### config.mk
export PLATFORM = sky130hd
export DESIGN_NAME = tag_allocator
export DESIGN_NICKNAME = d
export VERILOG_FILES = /design/src/rtl/tag_alloc_pkg.sv /design/src/rtl/tag_alloc_fifo.sv /design/src/rtl/tag_allocator.sv
export SDC_FILE = /design/constraint.sdc
export NUM_CORES = 1
export LEC_CHECK = 0
export CAP_MARGIN = 30
export CORE_MARGIN = 5
export CORE_UTILIZATION = 35
export DETAILED_ROUTE_END_ITERATION = 12
export PLACE_DENSITY = 0.55
export SETUP_SLACK_MARGIN = 0.2
export SLEW_MARGIN = 0
export SYNTH_ARGS = -nofsm -noshare
export SYNTH_HDL_FRONTEND = slang
export SYNTH_SLANG_ARGS = --single-unit
### constraint.sdc
create_clock -name clk_i -period 7.3 [get_ports clk_i]
set_input_delay 1.46 -clock clk_i [delete_from_list [all_inputs] [get_ports clk_i]]
set_output_delay 1.46 -clock clk_i [all_outputs]
set_load 0.05 [all_outputs]
### src/rtl/tag_alloc_pkg.sv
// ============================================================================
// Module      : tag_alloc_pkg
// Description : Shared types and helpers for the tag allocator.
// Revision    : 1.0 - initial release
// ============================================================================
`default_nettype none

package tag_alloc_pkg;

  typedef enum logic {
    ALLOC_LOWEST = 1'b0,
    ALLOC_FIFO   = 1'b1
  } alloc_mode_e;

  // Circular-buffer index wrap; depth is always an elaboration constant.
  function automatic int unsigned wrap_idx(input int unsigned idx, input int unsigned depth);
    return idx % depth;
  endfunction

endpackage

`default_nettype wire

### src/rtl/tag_alloc_fifo.sv
// ============================================================================
// Module      : tag_alloc_fifo
// Description : Circular free list with multi-pop / multi-push per cycle.
// Revision    : 1.0 - initial release
// ============================================================================
`default_nettype none

module tag_alloc_fifo import tag_alloc_pkg::*; #(
  parameter  int unsigned NumTags      = 8,
  parameter  int unsigned NumGetPorts  = 2,
  parameter  int unsigned NumFreePorts = 2,
  localparam int unsigned TagWidth     = $clog2(NumTags),
  localparam int unsigned PopWidth     = $clog2(NumGetPorts + 1)
) (
  input  logic                                   clk_i,
  input  logic                                   rst_ni,
  input  logic                                   flush_i,
  input  logic [PopWidth-1:0]                    pop_cnt_i,
  input  logic [NumFreePorts-1:0]                push_i,
  input  logic [NumFreePorts-1:0][TagWidth-1:0]  push_tag_i,
  output logic [NumGetPorts-1:0][TagWidth-1:0]   head_tags_o
);

  localparam type tag_t = logic [TagWidth-1:0];

  tag_t mem_q [NumTags];
  tag_t mem_d [NumTags];
  tag_t head_q, head_d;
  tag_t tail_q, tail_d;

  always_comb begin
    int unsigned wr;
    wr     = 0;
    mem_d  = mem_q;
    // Same-cycle pushes land in ascending port order.
    for (int m = 0; m < NumFreePorts; m++) begin
      if (push_i[m]) begin
        mem_d[tag_t'(wrap_idx(32'(tail_q) + wr, NumTags))] = push_tag_i[m];
        wr = wr + 1;
      end
    end
    tail_d = tag_t'(wrap_idx(32'(tail_q) + wr, NumTags));
    head_d = tag_t'(wrap_idx(32'(head_q) + 32'(pop_cnt_i), NumTags));
  end

  always_comb begin
    for (int j = 0; j < NumGetPorts; j++) begin
      head_tags_o[j] = mem_q[tag_t'(wrap_idx(32'(head_q) + 32'(j), NumTags))];
    end
  end

  always_ff @(posedge clk_i) begin
    if (!rst_ni || flush_i) begin
      for (int i = 0; i < NumTags; i++) begin
        mem_q[i] <= tag_t'(i);
      end
      head_q <= '0;
      tail_q <= '0;
    end else begin
      mem_q  <= mem_d;
      head_q <= head_d;
      tail_q <= tail_d;
    end
  end

endmodule

`default_nettype wire

### src/rtl/tag_allocator.sv
// ============================================================================
// Module      : tag_allocator
// Description : Multi-port tag allocator (lowest-index or FIFO order).
//               Define TAG_ALLOC_CHECK_EN to reject illegal releases and
//               flag them on err_o.
// Revision    : 1.0 - initial release
// ============================================================================
`default_nettype none

module tag_allocator import tag_alloc_pkg::*; #(
  parameter  int unsigned NumTags      = 8,
  parameter  int unsigned NumGetPorts  = 2,
  parameter  int unsigned NumFreePorts = 2,
  parameter  alloc_mode_e AllocMode    = ALLOC_LOWEST,
  localparam int unsigned TagWidth     = $clog2(NumTags),
  localparam int unsigned CntWidth     = $clog2(NumTags + 1)
) (
  input  logic                                   clk_i,
  input  logic                                   rst_ni,
  input  logic                                   flush_i,
  input  logic [NumFreePorts-1:0]                free_i,
  input  logic [NumFreePorts-1:0][TagWidth-1:0]  tag_i,
  input  logic [NumGetPorts-1:0]                 get_i,
  output logic [NumGetPorts-1:0]                 valid_o,
  output logic [NumGetPorts-1:0][TagWidth-1:0]   tag_o,
  output logic [CntWidth-1:0]                    count_o,
  output logic                                   err_o
);

  localparam type tag_t = logic [TagWidth-1:0];
  localparam int unsigned PopWidth = $clog2(NumGetPorts + 1);
  localparam int unsigned RelWidth = $clog2(NumFreePorts + 1);

  logic [NumTags-1:0]                  used_q, used_d;
  logic [CntWidth-1:0]                 count_q, count_d;
  logic [NumGetPorts-1:0][PopWidth-1:0] rank;
  logic [NumGetPorts-1:0]              grant;
  logic [PopWidth-1:0]                 n_grant;
  logic [RelWidth-1:0]                 n_rel;
  logic [NumFreePorts-1:0]             rel_ok;
  logic                                grant_dup;

  // Port k offers the r(k)-th free tag, r(k) = requests on lower ports.
  always_comb begin
    logic [PopWidth-1:0] acc;
    acc     = '0;
    n_grant = '0;
    for (int k = 0; k < NumGetPorts; k++) begin
      rank[k]    = acc;
      acc        = acc + PopWidth'(get_i[k]);
      valid_o[k] = (count_q > CntWidth'(rank[k])) && !flush_i;
      grant[k]   = get_i[k] && valid_o[k];
      n_grant    = n_grant + PopWidth'(grant[k]);
    end
  end

  if (AllocMode == ALLOC_FIFO) begin : g_fifo
    logic [NumGetPorts-1:0][TagWidth-1:0] head_tags;

    tag_alloc_fifo #(
      .NumTags      (NumTags),
      .NumGetPorts  (NumGetPorts),
      .NumFreePorts (NumFreePorts)
    ) u_fifo (
      .clk_i       (clk_i),
      .rst_ni      (rst_ni),
      .flush_i     (flush_i),
      .pop_cnt_i   (n_grant),
      .push_i      (rel_ok),
      .push_tag_i  (tag_i),
      .head_tags_o (head_tags)
    );

    always_comb begin
      for (int k = 0; k < NumGetPorts; k++) begin
        tag_o[k] = head_tags[rank[k]];
      end
    end
  end else begin : g_lowest
    always_comb begin
      int unsigned seen;
      for (int k = 0; k < NumGetPorts; k++) begin
        seen     = 0;
        tag_o[k] = '0;
        for (int t = 0; t < NumTags; t++) begin
          if (!used_q[t]) begin
            if (seen == 32'(rank[k])) tag_o[k] = tag_t'(t);
            seen = seen + 1;
          end
        end
      end
    end
  end

`ifdef TAG_ALLOC_CHECK_EN
  logic err_q, err_d;

  // A release is dropped if the tag is not held or appears on another port.
  always_comb begin
    err_d  = err_q;
    rel_ok = '0;
    for (int m = 0; m < NumFreePorts; m++) begin
      rel_ok[m] = free_i[m] && (32'(tag_i[m]) < NumTags) && used_q[tag_i[m]];
      for (int n = 0; n < NumFreePorts; n++) begin
        if (n != m && free_i[n] && tag_i[n] == tag_i[m]) rel_ok[m] = 1'b0;
      end
      if (free_i[m] && !rel_ok[m]) err_d = 1'b1;
    end
  end

  always_ff @(posedge clk_i) begin
    if (!rst_ni || flush_i) err_q <= 1'b0;
    else                    err_q <= err_d;
  end

  assign err_o = err_q;
`else
  assign rel_ok = free_i;
  assign err_o  = 1'b0;
`endif

  always_comb begin
    used_d = used_q;
    n_rel  = '0;
    for (int k = 0; k < NumGetPorts; k++) begin
      if (grant[k]) used_d[tag_o[k]] = 1'b1;
    end
    for (int m = 0; m < NumFreePorts; m++) begin
      if (rel_ok[m]) begin
        used_d[tag_i[m]] = 1'b0;
        n_rel            = n_rel + RelWidth'(1);
      end
    end
    count_d = count_q - CntWidth'(n_grant) + CntWidth'(n_rel);
  end

  always_ff @(posedge clk_i) begin
    if (!rst_ni || flush_i) begin
      used_q  <= '0;
      count_q <= CntWidth'(NumTags);
    end else begin
      used_q  <= used_d;
      count_q <= count_d;
    end
  end

  assign count_o = count_q;

  always_comb begin
    grant_dup = 1'b0;
    for (int k = 0; k < NumGetPorts; k++) begin
      for (int j = k + 1; j < NumGetPorts; j++) begin
        if (grant[k] && grant[j] && tag_o[k] == tag_o[j]) grant_dup = 1'b1;
      end
    end
  end

  a_grant_distinct: assert property (@(posedge clk_i) disable iff (!rst_ni) !grant_dup);
  a_count_matches:  assert property (@(posedge clk_i) disable iff (!rst_ni)
                                     count_q == CntWidth'(NumTags - $countones(used_q)));

endmodule

`default_nettype wire
==> run_results.csv <==
group,metric,value,unit
critical_path,start_kind,"flip-flop",
synthesis,ys_types,56,
detailed_routing,drt_iter0_drc,88,
critical_path,critical_path_class,"flip-flop to primary output",
global_route,grt_pass1_wl,7.514,mm
sta,min_period,6669,ps
placed_design,place_hpwl,3.689,mm
sta,tightest_slew,548.0,ps
synthesis,yosys.area_share.adder,15.26,%
pwr,pwr_density_cell,349.0,nW/um^2
synthesis,postSynthAreaPerCell,7.661,sq um
floorplanning,dieArea,6902,sq um
sta,slew_viol_final,0,
clock_tree,cts_max_level,1,
global_route,overflow,0,
placed_design,io_buffers,24,
detailed_routing,vias_per_cell,5.180,
sta,timing.final.ws_setup,630.9,ps
global_route,grt_pass1_vias,1610,
worst_hold_path,hold_class,"flip-flop to flip-flop",
clock_tree,cts_tree,"built",
synthesis,synth_area,1869,sq um
synthesis,synth_compound_area_share,24.63,%
global_route,use_met1,16.99,%
global_route,top_usage_layer,"met2",
synthesis,seq_area_frac_synth,12.85,%
clock_tree,clkSinkCount,12,
synthesis,async_reset_ff_share,0,%
global_route,use_met3,1.386,%
synthesis,syn_inst,244,
synthesis,synth_ff_type,"dfxtp_1",
detailed_routing,ant_nets,0,
clock_tree,postCtsResizedCells,0,
finish,antenna_cells,0,
clock_tree,clk_latency,240,ps
floorplanning,die_h,83.08,um
clock_tree,post-cts-setup-buffer-count,0,
floorplanning,row_count,26,
finish,area_growth_syn_to_layout,19.08,%
critical_path,endpoint_kind,"primary output",
sta,rsz0062_at_grt,"false",
global_route,antenna_found_initial,0,
detailed_routing,wirelength,4.519,mm
global_route,grt_max_degree,15,
placed_design,dp_slack,522.1,ps
sta,post-route-period-util,91.36,%
synthesis,synth-simple-area-share,25.90,%
global_route,track_usage,12.91,%
synthesis,synth_seq_cells,12,
floorplanning,boundaryPins,26,
floorplanning,core_area,5140,sq um
flow_run,cap_violations,0,
finish,drive_gt1_share,9.506,%
finish,multi_input_area,1460,sq um
placed_design,globalplace.congestion,0.8196,
floorplanning,initial_utilization,36.37,%
clock_tree,clock-root-buffer,"clkbuf_8",
finish,ff_latch_area,240.2,sq um
synthesis,synth_top_family_by_area,"simple AND/OR/NAND/NOR gates",
placed_design,placed_cells,329,
synthesis,synth_edf_count,0,
synthesis,yosys_warnings,0,
synthesis,syn_nets,278,
finish,fin_util,43.31,%
clock_tree,max-clock-path-buffers,2,
synthesis,synth_xor_xnor_area_share,12.12,%
synthesis,synthMuxAreaShare,0,%
global_route,met2_usage,22.23,%
clock_tree,cts_buffers,3,
detailed_routing,wl_per_cell,13.57,um
detailed_routing,vias,1725,
detailed_routing,first_pass_iters,6,
clock_tree,postCtsHoldBufs,0,
finish,fin_nets,298,
sta,holdWs,551.9,ps
sta,final.setup.tns,0,ps
sta,timing.fmax,0.1499,GHz
sta,clock-skew-final,2.202,ps
floorplanning,die_x,83.08,um
sta,finalHoldViolCount,0,
pwr,ir_worst_vdd,0.1446,mV
clock_tree,clkTransAtPathRegs,60,ps
pwr,power.leakage,0.9889,nW
finish,layout.cells.non_filler,333,
sta,slew_headroom,63.35,%
sta,setup_viol,0,
finish,nFillCells,547,
critical_path,critPathRequiredTime,5840,ps
critical_path,path_max_fanout,10,
outcome,status,"finished, final reports clean",
critical_path,cp.arrival,5210,ps
detailed_routing,drc,0,
[per-layer routing]
layer	up-vias	part of all wire (%)
met5	-	0
li1	887	-
met1	787	47
met3	6	4.1
met4	0	1.1
met2	45	48
[logic make-up (layout without fill, tap and decap cells)]
logic type,Yosys count,count (layout)
simple gates,86,86
flops,12,12
other cells,1,1
fa+ha+maj,21,21
buf+inv,40,59
compound gates,66,66
xor+xnor,18,18
[placed cells by master, fill, tap and decap left out, drive strengths merged, types with 2 or more instances in the layout]
| cell | n |
|---|---|
| nand3 | 11 |
| nor2 | 15 |
| inv | 29 |
| xnor3 | 2 |
| xnor2 | 11 |
| nand2b | 7 |
| a31oi | 10 |
| nor4b | 3 |
| o21bai | 2 |
| clkdlybuf4s50 | 18 |
| nor2b | 8 |
| fa | 3 |
| nor3 | 10 |
| dfxtp | 12 |
| o21ai | 12 |
| o22ai | 3 |
| a211oi | 4 |
| and2 | 5 |
| clkbuf | 4 |
| nand2 | 14 |
| o31ai | 2 |
| xor2 | 5 |
| dlymetal6s2s | 6 |
| a21oi | 21 |
| nand3b | 5 |
| ha | 18 |
| or2 | 3 |
| o21a | 2 |
[state kept, by name (all words and copies together) (netlist names)]
register	cells
count_o	4
used_q	8
[power breakdown]
part	internal [mW]	total (mW)	switching [mW]
Clock	0.0477	0.0737	0.0260
Combinational	0.229	0.619	0.390
Sequential	0.0742	0.0844	0.0102
[Yosys cell counts, types with 2 or more instances]
master,number,area share (%)
inv_1,28,5.6
a21oi_1,20,5.4
ha_1,18,12
nor2_1,15,3.0
nand2_1,14,2.8
dfxtp_1,12,13
nand3_1,11,2.9
o21ai_0,11,2.9
a31oi_1,10,3.3
nor3_1,9,2.4
nor2b_1,8,2.7
xnor2_1,8,3.7
nand2b_1,7,2.3
and2_1,5,1.7
clkbuf_1,5,1.0
nand3b_1,5,2.0
xor2_1,4,1.9
a211oi_1,3,1.2
buf_2,3,0.80
fa_1,3,3.2
or2_2,3,1.0
buf_4,2,0.80
o21a_1,2,0.80
o21bai_1,2,0.80
o22ai_2,2,1.3
o31ai_1,2,0.80
xnor2_2,2,1.7
xnor3_1,2,2.4
[through the flow]
stage          total power [mW]  area [sq um]
5_1_grt                  0.8436          2226
2_1_floorplan            0.5618          1869
3_3_place_gp             0.7086          2156
6_report                 0.7768          2226
4_1_cts                  0.7878          2211
3_5_place_dp             0.7104          2156
[area by class of cell]
type / instances / area share [%]
well taps: 70 / 3.935
clock buffers: 4 / 2.473
inverters: 30 / 5.396
flip-flops and latches: 12 / 10.79
multi-input cells: 192 / 65.60
repair buffers: 25 / 11.80
[path summary, 6_finish.rpt]
check / from / to / slack (ps) / depth (start not counted)
max: used_q[0] / tag_o[1] / 630 / 20
min: used_q[7] / used_q[7] / 550 / 2
max reg2reg: used_q[0] / used_q[4] / 2330 / 20
min reg2reg: used_q[7] / used_q[7] / 550 / 2
[critical path: stages, from the launching register on]
cell and delay, ps:
dfxtp_1 410, inv_1 60, ha_1 490, xor2_1 270, ha_1 280, nor2b_1 150
a21oi_1 240, ha_1 280, nand2b_1 90, nand2_1 100, or2_2 300, ha_1 330
o22ai_1 260, inv_1 70, ha_1 290, nor3_1 170, a21oi_1 70, o22ai_2 350
a21oi_2 200, o21ai_0 110, dlymetal6s2s_1 440
Power figures use the tool's default switching activity.
==> RTL edit 1 (same settings) <==
Add a define of `TAG_ALLOC_CHECK_EN`.
--- a/src/rtl/tag_allocator.sv
+++ b/src/rtl/tag_allocator.sv
@@ -6,6 +6,8 @@
 // Revision    : 1.0 - initial release
 // ============================================================================
 `default_nettype none
+
+`define TAG_ALLOC_CHECK_EN
 
 module tag_allocator import tag_alloc_pkg::*; #(
   parameter  int unsigned NumTags      = 8,
Check against the original RTL: not equivalent (Yosys sat finds a counterexample within 4 cycles, from zero or initial values).
==> RTL edit 1 against the unedited design <==
- largest cell class unchanged
- setup slack gained 0.027 ns
- area after synthesis grew 19%
- register-to-register slack lost 0.05 ns
- sequential cell count grew 1
- critical endpoint is now tag_o[2]
- wire length grew 27%
- non-clock buffer count grew 4
- final area grew 16%
- critical path depth grew 3
Power is left out: the tool's default activity adds up to more than one toggle a clock period on the data nets, which glitch-free logic cannot reach.
==> RTL edit 1: results <==
[place]
gp_congestion = 0.8968
port_buffers = 25
dp_hpwl_um = 4687
place_area_um2 = 2544

[setup_path]
cp-endpoint = "tag_o[2]"
timing.rr.end = "used_q[3]"
cp.arrival_ns = 5.18
crit_fanout = 9
ff2ff_path_depth = 23
rrSetupSlack_ns = 2.28

[grt]
track_usage_pct = 14.16
grt_pass1_vias = 2059
grt_pass1_wl_um = 9694

[worst_hold_path]
worstHoldPathCells = 1

[routing]
dr.pass1.iters = 4
met3_length_um = 299
wl_um = 5730
vias_per_cell = 5.587
wl_met1_um = 2506

[layout]
nNetsFinal = 327

[sta]
tightest_slew_ns = 0.8016
skew_ns = 0.003972

[synth]
yosys-top-cells-count = "inv_1, nor2_1, ha_1, nand2_1, dfxtp_1"
ys_seq_area_share_pct = 11.66
yosys-top-cells-area = "dfxtp_1, ha_1, inv_1"
syn_nets = 306

[run_status]
status = "completed"
-- RTL edit 1: changes by cell type after synthesis, sizes merged, moves of 4 or more --
cell,before,now
nor2,15,24
nand2,14,19
a21oi,21,11
nor3,10,5
o21ai,12,4
nand4,0,5
mux4,0,4
-- RTL edit 1: through the flow --
| step | utilization [%] | std cells | hold WS (ns) | worst slack (ns) |
|---|---|---|---|---|
| finish | 41.16 | 368 | 0.4674 | 0.6581 |
| global route | 41.16 | 368 | 0.5166 | 0.2310 |
| CTS | 41.20 | 368 | 0.4750 | 0.2607 |
| detailed placement | 40.52 | 364 | 0.4518 | 0.4525 |
| global placement | 40.52 | 364 | 0.4541 | 0.6101 |
| floorplan | - | 271 | 0.5421 | 0.9684 |
-- RTL edit 1: repair_timing --
action,4_1_cts,5_1_grt
setup endpoints to repair,2,4
gates resized for setup,2,8
hold buffers,0,0
hold endpoints to repair,0,0
-- RTL edit 1: cell families (layout without fill, tap and decap cells) --
kind of cell / Yosys count / after routing / share of synthesized area, %
and+or+nand+nor: 101 / 101 / 25.00
AOI/OAI and AO/OA: 62 / 62 / 22.81
buffers and inverters: 44 / 64 / 7.903
adders and majority gates: 22 / 22 / 13.34
xor gates and xnor gates: 21 / 21 / 13.12
DFF: 13 / 13 / 11.66
muxes: 8 / 8 / 6.166
-- RTL edit 1: final cells by class --
type	count	share of cell area (%)
inverter	31	4.504
multi-input combinational	214	69.49
timing repair buffer	29	10.46
tap	77	3.729
clock buffer	4	1.743
sequential	13	10.07
-- RTL edit 1: how the worst min path moves through the flow --
stage / from / to / slack (ns)
after floorplan: used_q[7] / used_q[7] / 0.54
after detailed placement: err_o / err_o / 0.45
final: err_o / err_o / 0.47
after CTS: err_o / err_o / 0.48
after global placement: err_o / err_o / 0.45
after global routing: err_o / err_o / 0.52
-- RTL edit 1: worst reg2reg max path: stages (launching register included) --
cell and delay, ns:
dfxtp_1 0.48, inv_1 0.08, ha_1 0.55, xnor2_4 0.16
inv_1 0.07, ha_1 0.29, nor2_1 0.08, nor2_1 0.15
inv_1 0.06, ha_1 0.29, nor2_1 0.04, a21oi_1 0.21
and2_1 0.32, ha_1 0.30, nor2_1 0.14, nor2_1 0.07
ha_1 0.29, nor2_1 0.09, o211ai_1 0.11, a311oi_1 0.40
o211ai_2 0.17, buf_4 0.19, a41o_1 0.22, o21a_1 0.16
-- RTL edit 1: layer usage --
layer | vias to the layer above | track usage (%)
li1 | 1029 | -
met1 | 953 | 18.16
met2 | 57 | 23.78
met3 | 17 | 1.669
met4 | 0 | 6.203
met5 | - | 0
==> RTL edit 2 (config.mk and constraints unchanged) <==
Without the edit above. Add an input register stage for `get_i`, without a reset; this delays it by one clock. The other inputs are not delayed to match.
--- a/src/rtl/tag_allocator.sv
+++ b/src/rtl/tag_allocator.sv
@@ -31,6 +31,12 @@
   localparam int unsigned PopWidth = $clog2(NumGetPorts + 1);
   localparam int unsigned RelWidth = $clog2(NumFreePorts + 1);
 
+  logic [NumGetPorts-1:0] get_q;
+
+  always_ff @(posedge clk_i) begin
+    get_q <= get_i;
+  end
+
   logic [NumTags-1:0]                  used_q, used_d;
   logic [CntWidth-1:0]                 count_q, count_d;
   logic [NumGetPorts-1:0][PopWidth-1:0] rank;
@@ -47,9 +53,9 @@
     n_grant = '0;
     for (int k = 0; k < NumGetPorts; k++) begin
       rank[k]    = acc;
-      acc        = acc + PopWidth'(get_i[k]);
+      acc        = acc + PopWidth'(get_q[k]);
       valid_o[k] = (count_q > CntWidth'(rank[k])) && !flush_i;
-      grant[k]   = get_i[k] && valid_o[k];
+      grant[k]   = get_q[k] && valid_o[k];
       n_grant    = n_grant + PopWidth'(grant[k]);
     end
   end
Formal check against the unedited RTL: not equivalent (a bounded check fails within 4 cycles, from zero or initial values).
==> RTL edit 2 against the unedited design <==
- wire length is 13% higher
- area after synthesis is 7.6% higher
- setup slack worse by 0.027 ns
- final area is 5.1% higher
- via count is 7.9% higher
- sequential power is 13% higher
- total power is 12% lower
- synthesized cell count is 11% higher
- largest cell class unchanged
- die area is 6.7% higher
- critical path type unchanged
- sequential cell count is 2 higher
- combinational power is 17% lower
- sequential share of layout area is 1.2 points higher
==> RTL edit 2: results <==
[routing]
wl_met1_um = 2432
met2WireLength_um = 2332
met3_length_um = 281
via_count = 1862
drt_iter0_drc = 117
routedWlPerCell_um = 14.23

[grt]
use_met3_pct = 1.249
grt_pass1_wl_um = 8618
grt_max_degree = 19
grt_util_met2_pct = 24.72
met1_usage_pct = 19.45
track_usage_pct = 14.42

[place]
gp_congestion = 0.8605

[setup_path]
crit_fanout = 6
timing.rr.end = "used_q[4]"
cp_slowest_cell = "dlymetal6s2s_1"
ff2ff_path_depth = 22
cp_slowest_stage_delay_ns = 0.41
rrSetupSlack_ns = 2.29

[sta]
skew_ns = 0.003323

[run_status]
status = "completed"

[power_and_ir_drop]
p_leak_uw = 0.001027

[synth]
yosys-top-cells-area = "dfxtp_1, ha_1, inv_1"
syn_nets = 304
yosys-top-cells-count = "inv_1, nand2_1, nor2_1, ha_1, a21oi_1"
-- RTL edit 2: cell count changes after synthesis, sizes merged, moves of 3 or more --
| cell | change |
|---|---|
| nand2 | +10 |
| nor2 | +5 |
| a21oi | -4 |
| nand4 | +4 |
| o21ai | -4 |
| mux2i | +3 |
| nand3b | -3 |
-- RTL edit 2: layout make-up --
| class | instances | area (um2) |
|---|---|---|
| Sequential cell | 14 | 280.3 |
| Fill cell | 600 | 3201 |
| Inverter | 30 | 115.1 |
| Multi-Input combinational cell | 213 | 1544 |
| Timing Repair Buffer | 25 | 255.2 |
| Clock buffer | 4 | 55.05 |
| Tap cell | 72 | 90.09 |
-- RTL edit 2: how the worst max path moves through the flow --
stage                     to  slack (ns)
floorplan           tag_o[2]        1.35
global placement    tag_o[2]        0.59
detailed placement  tag_o[2]        0.46
CTS                 tag_o[1]        0.21
global route        tag_o[1]        0.25
finish              tag_o[1]        0.60
-- RTL edit 2: metrics by stage --
| stage | setup slack, ns | total power (uW) | hold slack (ns) | std cells |
|---|---|---|---|---|
| CTS | 0.2133 | 691.3 | 0.5402 | 358 |
| global route | 0.2472 | 743.3 | 0.5844 | 358 |
| floorplan | 1.349 | 486.6 | 0.4521 | 270 |
| detailed placement | 0.4550 | 612.5 | 0.5262 | 354 |
| global placement | 0.5877 | 612.8 | 0.5317 | 354 |
| finish | 0.6039 | 683.6 | 0.5393 | 358 |
-- RTL edit 2: timing repair --
action,CTS,global route
resized for setup,1,7
gates cloned,0,0
setup endpoints to repair,1,6
-- RTL edit 2: where the power goes --
part | internal, uW | switching (uW) | leakage, uW
registers | 85.0 | 10.2 | 0.000114
clock network | 47.8 | 28.1 | 0.0000288
logic | 187 | 325 | 0.000884
total | 320 | 364 | 0.00103
-- RTL edit 2: cells by family (layout without fill, tap and decap cells) --
group	Yosys count	after routing	share of synthesized area (%)
compound gates	61	61	20.83
xor+xnor	16	16	9.577
mux	3	3	1.493
other cells	1	1	0.1864
fa+ha+maj	21	21	14.18
buf+inv	43	59	9.328
simple gates	111	111	30.47
flops	14	14	13.93
-- RTL edit 2: worst register-to-register path, stage by stage, from the launching register on --
cell and delay (ns):
dfxtp_1 0.40, inv_1 0.08, ha_1 0.35, xor2_2 0.30, ha_1 0.31, nor2_1 0.14
a21oi_1 0.08, inv_1 0.17, ha_1 0.30, nor2b_1 0.16, o21bai_1 0.21, ha_1 0.30
nor2_1 0.06, a31oi_1 0.25, and2_1 0.18, ha_1 0.22, nor2b_1 0.13, a311o_1 0.34
nor2_1 0.14, o211ai_2 0.14, and2_1 0.25, a41oi_1 0.29, a21oi_1 0.11
